[config.mk]
export PLATFORM = sky130hd
export DESIGN_NAME = mem_read_scheduler_flat
export DESIGN_NICKNAME = d
export VERILOG_FILES = /design/src/rtl/mem_read_scheduler_pkg.sv /design/src/rtl/mem_read_scheduler_if.sv /design/src/rtl/mem_read_scheduler_rr_arbiter.sv /design/src/rtl/mem_read_scheduler.sv /design/src/flat_wrapper.sv
export SDC_FILE = /design/constraint.sdc
export NUM_CORES = 1
export LEC_CHECK = 0
export CAP_MARGIN = 20
export CORE_MARGIN = 1.5
export CORE_UTILIZATION = 60
export CTS_CLUSTER_DIAMETER = 100
export CTS_CLUSTER_SIZE = 28
export DETAILED_ROUTE_END_ITERATION = 16
export DONT_BUFFER_PORTS = 1
export GPL_TIMING_DRIVEN = 1
export PLACE_DENSITY_LB_ADDON = 0.08
export SKIP_LAST_GASP = 1
export SYNTH_ARGS = -nofsm -noshare
export SYNTH_HDL_FRONTEND = slang
export SYNTH_SLANG_ARGS = --single-unit
[constraint.sdc]
create_clock -name i_clk -period 3.3 [get_ports i_clk]
set_input_delay 0.495 -clock i_clk [delete_from_list [all_inputs] [get_ports i_clk]]
set_output_delay 0.495 -clock i_clk [all_outputs]
set_load 0.005 [all_outputs]
[src/rtl/mem_read_scheduler_pkg.sv]
// Shared types and constants for the packet-SRAM read scheduler.
// Holds the FSM state enum, the egress tag, descriptor field offsets,
// the region bounds of the three-region SRAM and the address-width derivation.
package mem_sched_pkg;

  typedef enum logic [1:0] {
    ST_IDLE  = 2'd0,
    ST_READ  = 2'd1,
    ST_DRAIN = 2'd2
  } state_e;

  localparam int EXTRA_W        = 2;
  localparam int SRC_W          = 2;
  localparam int DESC_START_LSB = 0;

  // Marker bundle that travels alongside each read so it lines up with i_data.
  typedef struct packed {
    logic               valid;
    logic               sof;
    logic               eof;
    logic [EXTRA_W-1:0] extra;
    logic [SRC_W-1:0]   src;
  } tag_t;

  function automatic int calc_aw(input int depth);
    return $clog2(depth);
  endfunction

  function automatic int desc_w(input int aw);
    return 2 * aw + EXTRA_W;
  endfunction

  function automatic int desc_end_lsb(input int aw);
    return aw;
  endfunction

  function automatic int desc_extra_lsb(input int aw);
    return 2 * aw;
  endfunction

  function automatic int region_lo(input int src);
    case (src)
      1:       return 1535;
      2:       return 3071;
      default: return 0;
    endcase
  endfunction

  // The last region runs to the top of the SRAM, so its bound follows the depth.
  function automatic int region_hi(input int src, input int depth);
    case (src)
      0:       return 1534;
      1:       return 3070;
      default: return depth - 1;
    endcase
  endfunction

endpackage

[src/rtl/mem_read_scheduler_if.sv]
// Bank-side and egress-side signals of the read scheduler.
// master: the scheduler; slave: the SRAM bank plus egress MAC seen as one peer.
interface mem_read_scheduler_if #(
  parameter int AW = 13
) ();
  logic          i_tx_ready;
  logic          o_en_read;
  logic [AW-1:0] o_adr_out;
  logic [31:0]   i_data;
  logic [31:0]   o_data;
  logic          o_valid;
  logic          o_sof;
  logic          o_eof;
  logic [1:0]    o_extra_byte;
  logic [1:0]    o_src;

  modport master (
    input  i_tx_ready, i_data,
    output o_en_read, o_adr_out, o_data, o_valid, o_sof, o_eof, o_extra_byte, o_src
  );

  modport slave (
    output i_tx_ready, i_data,
    input  o_en_read, o_adr_out, o_data, o_valid, o_sof, o_eof, o_extra_byte, o_src
  );
endinterface

[src/rtl/mem_read_scheduler_rr_arbiter.sv]
// Combinational round-robin arbiter: grants the first requester after last_i.
// Kept generic so the ingress side can reuse it.
module rr_arbiter #(
  parameter int N  = 3,
  parameter int SW = 2
) (
  input  logic [N-1:0]  req_i,
  input  logic [SW-1:0] last_i,
  output logic [N-1:0]  grant_o
);

  logic [SW-1:0] idx;
  logic          found;

  // Walk outward from the last grant; the nearest requester wins.
  always_comb begin
    grant_o = '0;
    idx     = '0;
    found   = 1'b0;
    for (int off = 1; off <= N; off++) begin
      idx = SW'((int'(last_i) + off) % N);
      if (!found && req_i[idx]) begin
        grant_o[idx] = 1'b1;
        found        = 1'b1;
      end
    end
  end

endmodule

[src/rtl/mem_read_scheduler.sv]
// Read-side scheduler for the shared three-region packet SRAM.
// Pops end-of-frame descriptors round-robin, walks the frame's addresses with
// in-region wrap, and forwards the returned words to egress with frame markers.
// Optional build macro MEM_RD_SCHED_STATS_EN adds saturating per-source frame
// counters on o_frame_cnt.
module mem_read_scheduler
  import mem_sched_pkg::*;
#(
  parameter int pDEPTH_RAM = 4608,
  parameter int pN_SRC     = 3,
  parameter int pRD_LAT    = 2
) (
  input  logic                                        i_clk,
  input  logic                                        i_reset,
  input  logic [pN_SRC-1:0]                           i_desc_valid,
  input  logic [pN_SRC*(2*$clog2(pDEPTH_RAM)+2)-1:0]  i_desc,
  output logic [pN_SRC-1:0]                           o_desc_ready,
`ifdef MEM_RD_SCHED_STATS_EN
  output logic [pN_SRC*16-1:0]                        o_frame_cnt,
`endif
  mem_read_scheduler_if.master                        bus
);

  localparam int AW        = calc_aw(pDEPTH_RAM);
  localparam int DW        = desc_w(AW);
  localparam int END_LSB   = desc_end_lsb(AW);
  localparam int EXTRA_LSB = desc_extra_lsb(AW);
  localparam int DCW       = (pRD_LAT > 1) ? $clog2(pRD_LAT) : 1;
  localparam int PRE_IDX   = (pRD_LAT >= 2) ? pRD_LAT - 2 : 0;

  state_e          state_q;
  logic [AW-1:0]   adr_q, end_q;
  logic [1:0]      extra_q, src_q, last_grant_q;
  logic            en_read_q;
  tag_t            tag_q;
  logic [DCW-1:0]  drain_q;

  logic [pN_SRC-1:0] grant;
  logic [1:0]        g_idx;
  logic [DW-1:0]     sel_desc;
  logic [AW-1:0]     sel_start, sel_end, lo_adr, hi_adr, nxt_adr;
  logic [1:0]        sel_extra;
  logic              pop;

  rr_arbiter #(.N(pN_SRC), .SW(2)) u_arb (
    .req_i   (i_desc_valid),
    .last_i  (last_grant_q),
    .grant_o (grant)
  );

  // One-hot grant to source index.
  always_comb begin
    g_idx = '0;
    for (int i = 0; i < pN_SRC; i++) begin
      if (grant[i]) g_idx = 2'(i);
    end
  end

  assign sel_desc  = i_desc[int'(g_idx)*DW +: DW];
  assign sel_start = sel_desc[DESC_START_LSB +: AW];
  assign sel_end   = sel_desc[END_LSB +: AW];
  assign sel_extra = sel_desc[EXTRA_LSB +: EXTRA_W];

  // Pop is suppressed during reset so a descriptor is never lost to a flushed frame.
  assign pop          = i_reset && (state_q == ST_IDLE) && bus.i_tx_ready && (|i_desc_valid);
  assign o_desc_ready = pop ? grant : '0;

  // Wrap test precedes the increment, so end is always reachable within the region.
  assign lo_adr  = AW'(region_lo(int'(src_q)));
  assign hi_adr  = AW'(region_hi(int'(src_q), pDEPTH_RAM));
  assign nxt_adr = (adr_q == hi_adr) ? lo_adr : adr_q + AW'(1);

  // Frame sequencer with registered bank-side outputs and issue tag.
  always_ff @(posedge i_clk) begin
    if (!i_reset) begin
      state_q      <= ST_IDLE;
      adr_q        <= '0;
      end_q        <= '0;
      extra_q      <= '0;
      src_q        <= '0;
      last_grant_q <= 2'(pN_SRC - 1);
      en_read_q    <= 1'b0;
      tag_q        <= '0;
      drain_q      <= '0;
    end else begin
      case (state_q)
        ST_IDLE: begin
          en_read_q <= 1'b0;
          tag_q     <= '0;
          if (pop) begin
            state_q      <= ST_READ;
            adr_q        <= sel_start;
            end_q        <= sel_end;
            extra_q      <= sel_extra;
            src_q        <= g_idx;
            last_grant_q <= g_idx;
            en_read_q    <= 1'b1;
            tag_q        <= '{valid: 1'b1, sof: 1'b1, eof: (sel_start == sel_end),
                              extra: sel_extra, src: g_idx};
          end
        end
        ST_READ: begin
          if (adr_q == end_q) begin
            state_q   <= ST_DRAIN;
            en_read_q <= 1'b0;
            tag_q     <= '0;
            drain_q   <= DCW'(pRD_LAT - 1);
          end else begin
            adr_q     <= nxt_adr;
            en_read_q <= 1'b1;
            tag_q     <= '{valid: 1'b1, sof: 1'b0, eof: (nxt_adr == end_q),
                           extra: extra_q, src: src_q};
          end
        end
        ST_DRAIN: begin
          en_read_q <= 1'b0;
          tag_q     <= '0;
          if (drain_q == '0) state_q <= ST_IDLE;
          else               drain_q <= drain_q - DCW'(1);
        end
        default: state_q <= ST_IDLE;
      endcase
    end
  end

  tag_t        pipe_q [pRD_LAT];
  tag_t        pre_out;
  logic [31:0] data_q;

  // Stage feeding the output register; its valid marks the cycle i_data is live.
  always_comb begin
    pre_out = (pRD_LAT == 1) ? tag_q : pipe_q[PRE_IDX];
  end

  // Marker delay line and egress data capture.
  always_ff @(posedge i_clk) begin
    if (!i_reset) begin
      for (int i = 0; i < pRD_LAT; i++) pipe_q[i] <= '0;
      data_q <= '0;
    end else begin
      pipe_q[0] <= tag_q;
      for (int i = 1; i < pRD_LAT; i++) pipe_q[i] <= pipe_q[i-1];
      data_q <= pre_out.valid ? bus.i_data : '0;
    end
  end

  assign bus.o_en_read    = en_read_q;
  assign bus.o_adr_out    = adr_q;
  assign bus.o_data       = data_q;
  assign bus.o_valid      = pipe_q[pRD_LAT-1].valid;
  assign bus.o_sof        = pipe_q[pRD_LAT-1].sof;
  assign bus.o_eof        = pipe_q[pRD_LAT-1].eof;
  assign bus.o_extra_byte = pipe_q[pRD_LAT-1].extra;
  assign bus.o_src        = pipe_q[pRD_LAT-1].src;

`ifdef MEM_RD_SCHED_STATS_EN
  logic [15:0] cnt_q [pN_SRC];

  // Saturating per-source pop counters.
  always_ff @(posedge i_clk) begin
    if (!i_reset) begin
      for (int i = 0; i < pN_SRC; i++) cnt_q[i] <= '0;
    end else begin
      for (int i = 0; i < pN_SRC; i++) begin
        if (o_desc_ready[i] && (cnt_q[i] != 16'hFFFF)) cnt_q[i] <= cnt_q[i] + 16'd1;
      end
    end
  end

  // Flatten counters onto the stats port.
  always_comb begin
    o_frame_cnt = '0;
    for (int i = 0; i < pN_SRC; i++) o_frame_cnt[i*16 +: 16] = cnt_q[i];
  end
`endif

endmodule

[src/flat_wrapper.sv]
// flat-port wrapper written by rule: the top's interface ports become plain ports
module mem_read_scheduler_flat import mem_sched_pkg::*;
#(
  parameter int pDEPTH_RAM = 4608,
  parameter int pN_SRC     = 3,
  parameter int pRD_LAT    = 2
)
  (i_clk, i_reset, i_desc_valid, i_desc, o_desc_ready, bus_i_tx_ready, bus_i_data, bus_o_en_read, bus_o_adr_out, bus_o_data, bus_o_valid, bus_o_sof, bus_o_eof, bus_o_extra_byte, bus_o_src);
  mem_read_scheduler_if #(.AW((13))) bus_i ();
  input  logic i_clk;
  input  logic i_reset;
  input  logic [pN_SRC-1:0] i_desc_valid;
  input  logic [pN_SRC*(2*$clog2(pDEPTH_RAM)+2)-1:0] i_desc;
  output logic [pN_SRC-1:0] o_desc_ready;
  input wire logic [$bits(bus_i.i_tx_ready)-1:0] bus_i_tx_ready;
  input wire logic [$bits(bus_i.i_data)-1:0] bus_i_data;
  output wire logic [$bits(bus_i.o_en_read)-1:0] bus_o_en_read;
  output wire logic [$bits(bus_i.o_adr_out)-1:0] bus_o_adr_out;
  output wire logic [$bits(bus_i.o_data)-1:0] bus_o_data;
  output wire logic [$bits(bus_i.o_valid)-1:0] bus_o_valid;
  output wire logic [$bits(bus_i.o_sof)-1:0] bus_o_sof;
  output wire logic [$bits(bus_i.o_eof)-1:0] bus_o_eof;
  output wire logic [$bits(bus_i.o_extra_byte)-1:0] bus_o_extra_byte;
  output wire logic [$bits(bus_i.o_src)-1:0] bus_o_src;
  assign bus_i.i_tx_ready = bus_i_tx_ready;
  assign bus_i.i_data = bus_i_data;
  assign bus_o_en_read = bus_i.o_en_read;
  assign bus_o_adr_out = bus_i.o_adr_out;
  assign bus_o_data = bus_i.o_data;
  assign bus_o_valid = bus_i.o_valid;
  assign bus_o_sof = bus_i.o_sof;
  assign bus_o_eof = bus_i.o_eof;
  assign bus_o_extra_byte = bus_i.o_extra_byte;
  assign bus_o_src = bus_i.o_src;
  mem_read_scheduler #(.pDEPTH_RAM(pDEPTH_RAM), .pN_SRC(pN_SRC), .pRD_LAT(pRD_LAT)) u_core (.i_clk(i_clk), .i_reset(i_reset), .i_desc_valid(i_desc_valid), .i_desc(i_desc), .o_desc_ready(o_desc_ready), .bus(bus_i));
endmodule
==> impl_metrics.env, run 1 <==
export IMPL_synth_seq_area_share_pct=35.9
export IMPL_combPwrFrac_pct=28.0
export IMPL_die_h_um=92.9
export IMPL_num_rows=32
export IMPL_regArea_sq_um=1740
export IMPL_grt_pass1_vias=4141
export IMPL_finalNonFillerCells=715
export IMPL_nNetsFinal=743
export IMPL_grt_pass1_wl_um=20700
export IMPL_dp_cells=696
export IMPL_cp_top_family="simple AND/OR/NAND/NOR gates"
export IMPL_p_sw_uw=942
export IMPL_max_clock_freq_mhz=328
export IMPL_gp_congestion=1.07
export IMPL_dr_pass1_iters=5
export IMPL_cpMaxStageDelayCell="or4bb_1"
export IMPL_grt_max_degree=58
export IMPL_hpwl_um=10300
export IMPL_ir_drop_v=0.000271
export IMPL_synthArstFlopShare_pct=0
export IMPL_critPathMaxStageDelay_ns=0.54
export IMPL_path_buf_inv=2
export IMPL_tightest_slew_ns=0.932
export IMPL_grt_use_total_pct=31.1
export IMPL_core_area_sq_um=7770
export IMPL_avgSynthCellArea_sq_um=7.92
export IMPL_ys_ff_latch=87
export IMPL_post_dp_cell_area_sq_um=4990
export IMPL_critPathLaunchType="flip-flop"
export IMPL_area_delta_synth_final_pct=7.99
export IMPL_antenna_found_initial=0
export IMPL_synth_main_ff_cell="dfxtp_1"
export IMPL_setup_tns_ns=0
export IMPL_routed_via_density=6.31
export IMPL_post_route_util_pct=67.5
export IMPL_p_leak_uw=0.00210
export IMPL_seq_power_share_pct=43.7
export IMPL_cts_root_buffer="clkbuf_8"
export IMPL_rr_worst_depth=12
export IMPL_swShare_pct=34.5
export IMPL_drt_iter0_drc=393
export IMPL_synth_cell_types=63
export IMPL_p_per_area_nw_per_um2=521
export IMPL_critPathMaxFanout=17
export IMPL_p_int_uw=1790
export IMPL_clkSinkCount=87
export IMPL_overflow=0
export IMPL_syn_num_nets=748
export IMPL_fin_crit_sh_pct=92.3
export IMPL_hp_class="input port to flip-flop"
export IMPL_syn_inst=613
export IMPL_wl_um=13400
export IMPL_placement_io_buffers=0
export IMPL_drive_gt1_share_pct=10.3
export IMPL_rsz0062_at_grt="false"
export IMPL_initial_core_util_pct=62.5
export IMPL_cts_made_buffers=9
export IMPL_vias=4511
export IMPL_final_area_sq_um=5240
export IMPL_cp_end_kind="flip-flop"
export IMPL_crit_arrival_ns=3.32
export IMPL_wl_per_cell_um=18.8
export IMPL_n_fill_cell=632
export IMPL_slew_viol_final=0
export IMPL_die_w_um=92.9
export IMPL_clockPowerShare_pct=28.3
export IMPL_htree_levels=3
export IMPL_multiInputGateArea_sq_um=2860
export IMPL_cts_hold_buf=0
export IMPL_maxCapViolCount=0
export IMPL_dieArea_sq_um=8640
export IMPL_drc=0
export IMPL_status="finished clean"
export IMPL_drt_antenna_violating_nets=0
export IMPL_worstSetupPathType="flip-flop to flip-flop"
export IMPL_hold_viol=0
export IMPL_synth_edf_count=0
export IMPL_min_path_cells=1
export IMPL_path_cells="inv_1 > ha_1 > or4bb_1 > o31a_1 > nor3_2 > buf_4 > nand2b_1 > o21ai_1 > o2111ai_1 > nor4_2 > o21ai_1 > o31ai_1"
export IMPL_diodes=0
export IMPL_period_minus_slack_ns=3.05
export IMPL_setup_viol_count_final=0
export IMPL_slew_headroom_pct=37.5
export IMPL_cts_clk_slew_worst_paths_ns=0.10
export IMPL_cts_tree="built"
export IMPL_ios=178
export IMPL_fin_skew_ns=0.0131
export IMPL_clockBufferDepth=2
export IMPL_cp_data_required_time_ns=3.57
export IMPL_crit_top_cell="o21ai_1"
export IMPL_ys_warn_count=0
export IMPL_mappedNetlistArea_sq_um=4850
export IMPL_clock_latency_ns=0.36
export IMPL_worst_path_stages=12
[synthesized netlist by cell type, types with 8 or more instances]
master    instances  area share, %
nor2_1           54            4.2
a21oi_1          36            3.7
a31oi_1          26            3.4
clkbuf_1         32            2.5
dfxtp_1          87             36
nor3_1            8           0.82
and3_1           34            4.4
nand3_1          13            1.3
a211oi_1         11            1.7
o21ai_0          14            1.4
and2_1           18            2.3
ha_1             13            3.4
nand4_1          12            1.5
xnor2_1          27            4.9
inv_1            15            1.2
xor2_1           14            2.5
mux2i_1           8            1.6
nand2_1         102            7.9
[through the flow]
stage | power, uW | setup slack [ns] | hold WS (ns)
4_1_cts | 2710 | 0.142 | 0.196
6_report | 2730 | 0.253 | 0.218
2_1_floorplan | 1750 | 0.460 | 0.412
3_5_place_dp | 1950 | 0.165 | 0.419
5_1_grt | 2870 | 0.0302 | 0.201
3_3_place_gp | 1950 | 0.320 | 0.414
[metal layers]
| metal | wire length [um] | GRT usage, % | share of wire, % |
|---|---|---|---|
| met1 | 5380 | 36.6 | 40 |
| met2 | 6350 | 53.6 | 47 |
| met3 | 1230 | 6.49 | 9.1 |
| met4 | 478 | 14.4 | 3.6 |
| met5 | 0 | 0 | 0 |
[layout by cell type (no fill, tap or decap), types with 14 or more instances in the layout]
cell	n
nand2_1	102
dfxtp_1	87
nor2_1	54
a21oi_1	35
and3_1	34
buf_4	30
xnor2_1	27
a31oi_1	26
and2_1	18
inv_1	15
o21ai_0	14
xor2_1	14
[registers in the layout, summed over array words and instances, names as in the netlist]
name	count
u_core.end_q	13
u_core.extra_q	2
u_core.bus.o_data	32
u_core.tag_q	6
u_core.state_q	2
u_core.pipe_q	14
u_core.last_grant_q	2
u_core.bus.o_adr_out	13
u_core.bus.o_en_read	1
u_core.src_q	1
u_core.drain_q	1
[area by class of cell]
class	count	share of cell area (%)
multi-input combinational	463	54.5
tap	102	2.43
clock buffer	9	2.36
sequential	87	33.2
clock inverter	7	1.67
inverter	16	1.15
timing repair buffer	31	4.68
[final timing paths]
| check | slack [ns] | start | to |
|---|---|---|---|
| worst max-delay path | 0.25 | u_core.src_q[1] | u_core.tag_q[4] |
| worst min-delay path | 0.22 | i_reset | u_core.last_grant_q[1] |
| worst min register to register | 0.44 | u_core.pipe_q[0][0] | u_core.pipe_q[0][7] |
| worst max register to register | 0.25 | u_core.src_q[1] | u_core.tag_q[4] |
[what timing repair did]
item                                    CTS  global route
endpoints found under the setup margin    0             4
resized for setup                         0             1
buffers inserted                          0             3
[power groups by stage]
| stage | registers, uW | clock network, uW | logic (uW) |
|---|---|---|---|
| detailed placement | 1220 | 0 | 738 |
| finish | 1190 | 773 | 764 |
| floorplan | 1180 | 0 | 573 |
| CTS | 1190 | 780 | 742 |
| global placement | 1220 | 0 | 731 |
| global route | 1200 | 837 | 832 |
[kinds of logic after synthesis]
family | Yosys count | share of synthesized area, %
buffers and inverters | 63 | 5.62
adders and majority gates | 13 | 3.35
and+or+nand+nor | 267 | 26.8
AOI/OAI and AO/OA | 134 | 19.3
DFF | 87 | 35.9
muxes | 8 | 1.65
xor gates and xnor gates | 41 | 7.40
Power figures use the tool's default switching activity.
==> inputs of run 2 (changes only) <==
--- a/config.mk
+++ b/config.mk
@@ -5,7 +5,6 @@
 export SDC_FILE = /design/constraint.sdc
 export NUM_CORES = 1
 export LEC_CHECK = 0
-export CAP_MARGIN = 20
 export CORE_MARGIN = 1.5
 export CORE_UTILIZATION = 60
 export CTS_CLUSTER_DIAMETER = 100
==> results of run 2 <==
No change in the layout: final DEF, timing and power equal those of run 1.
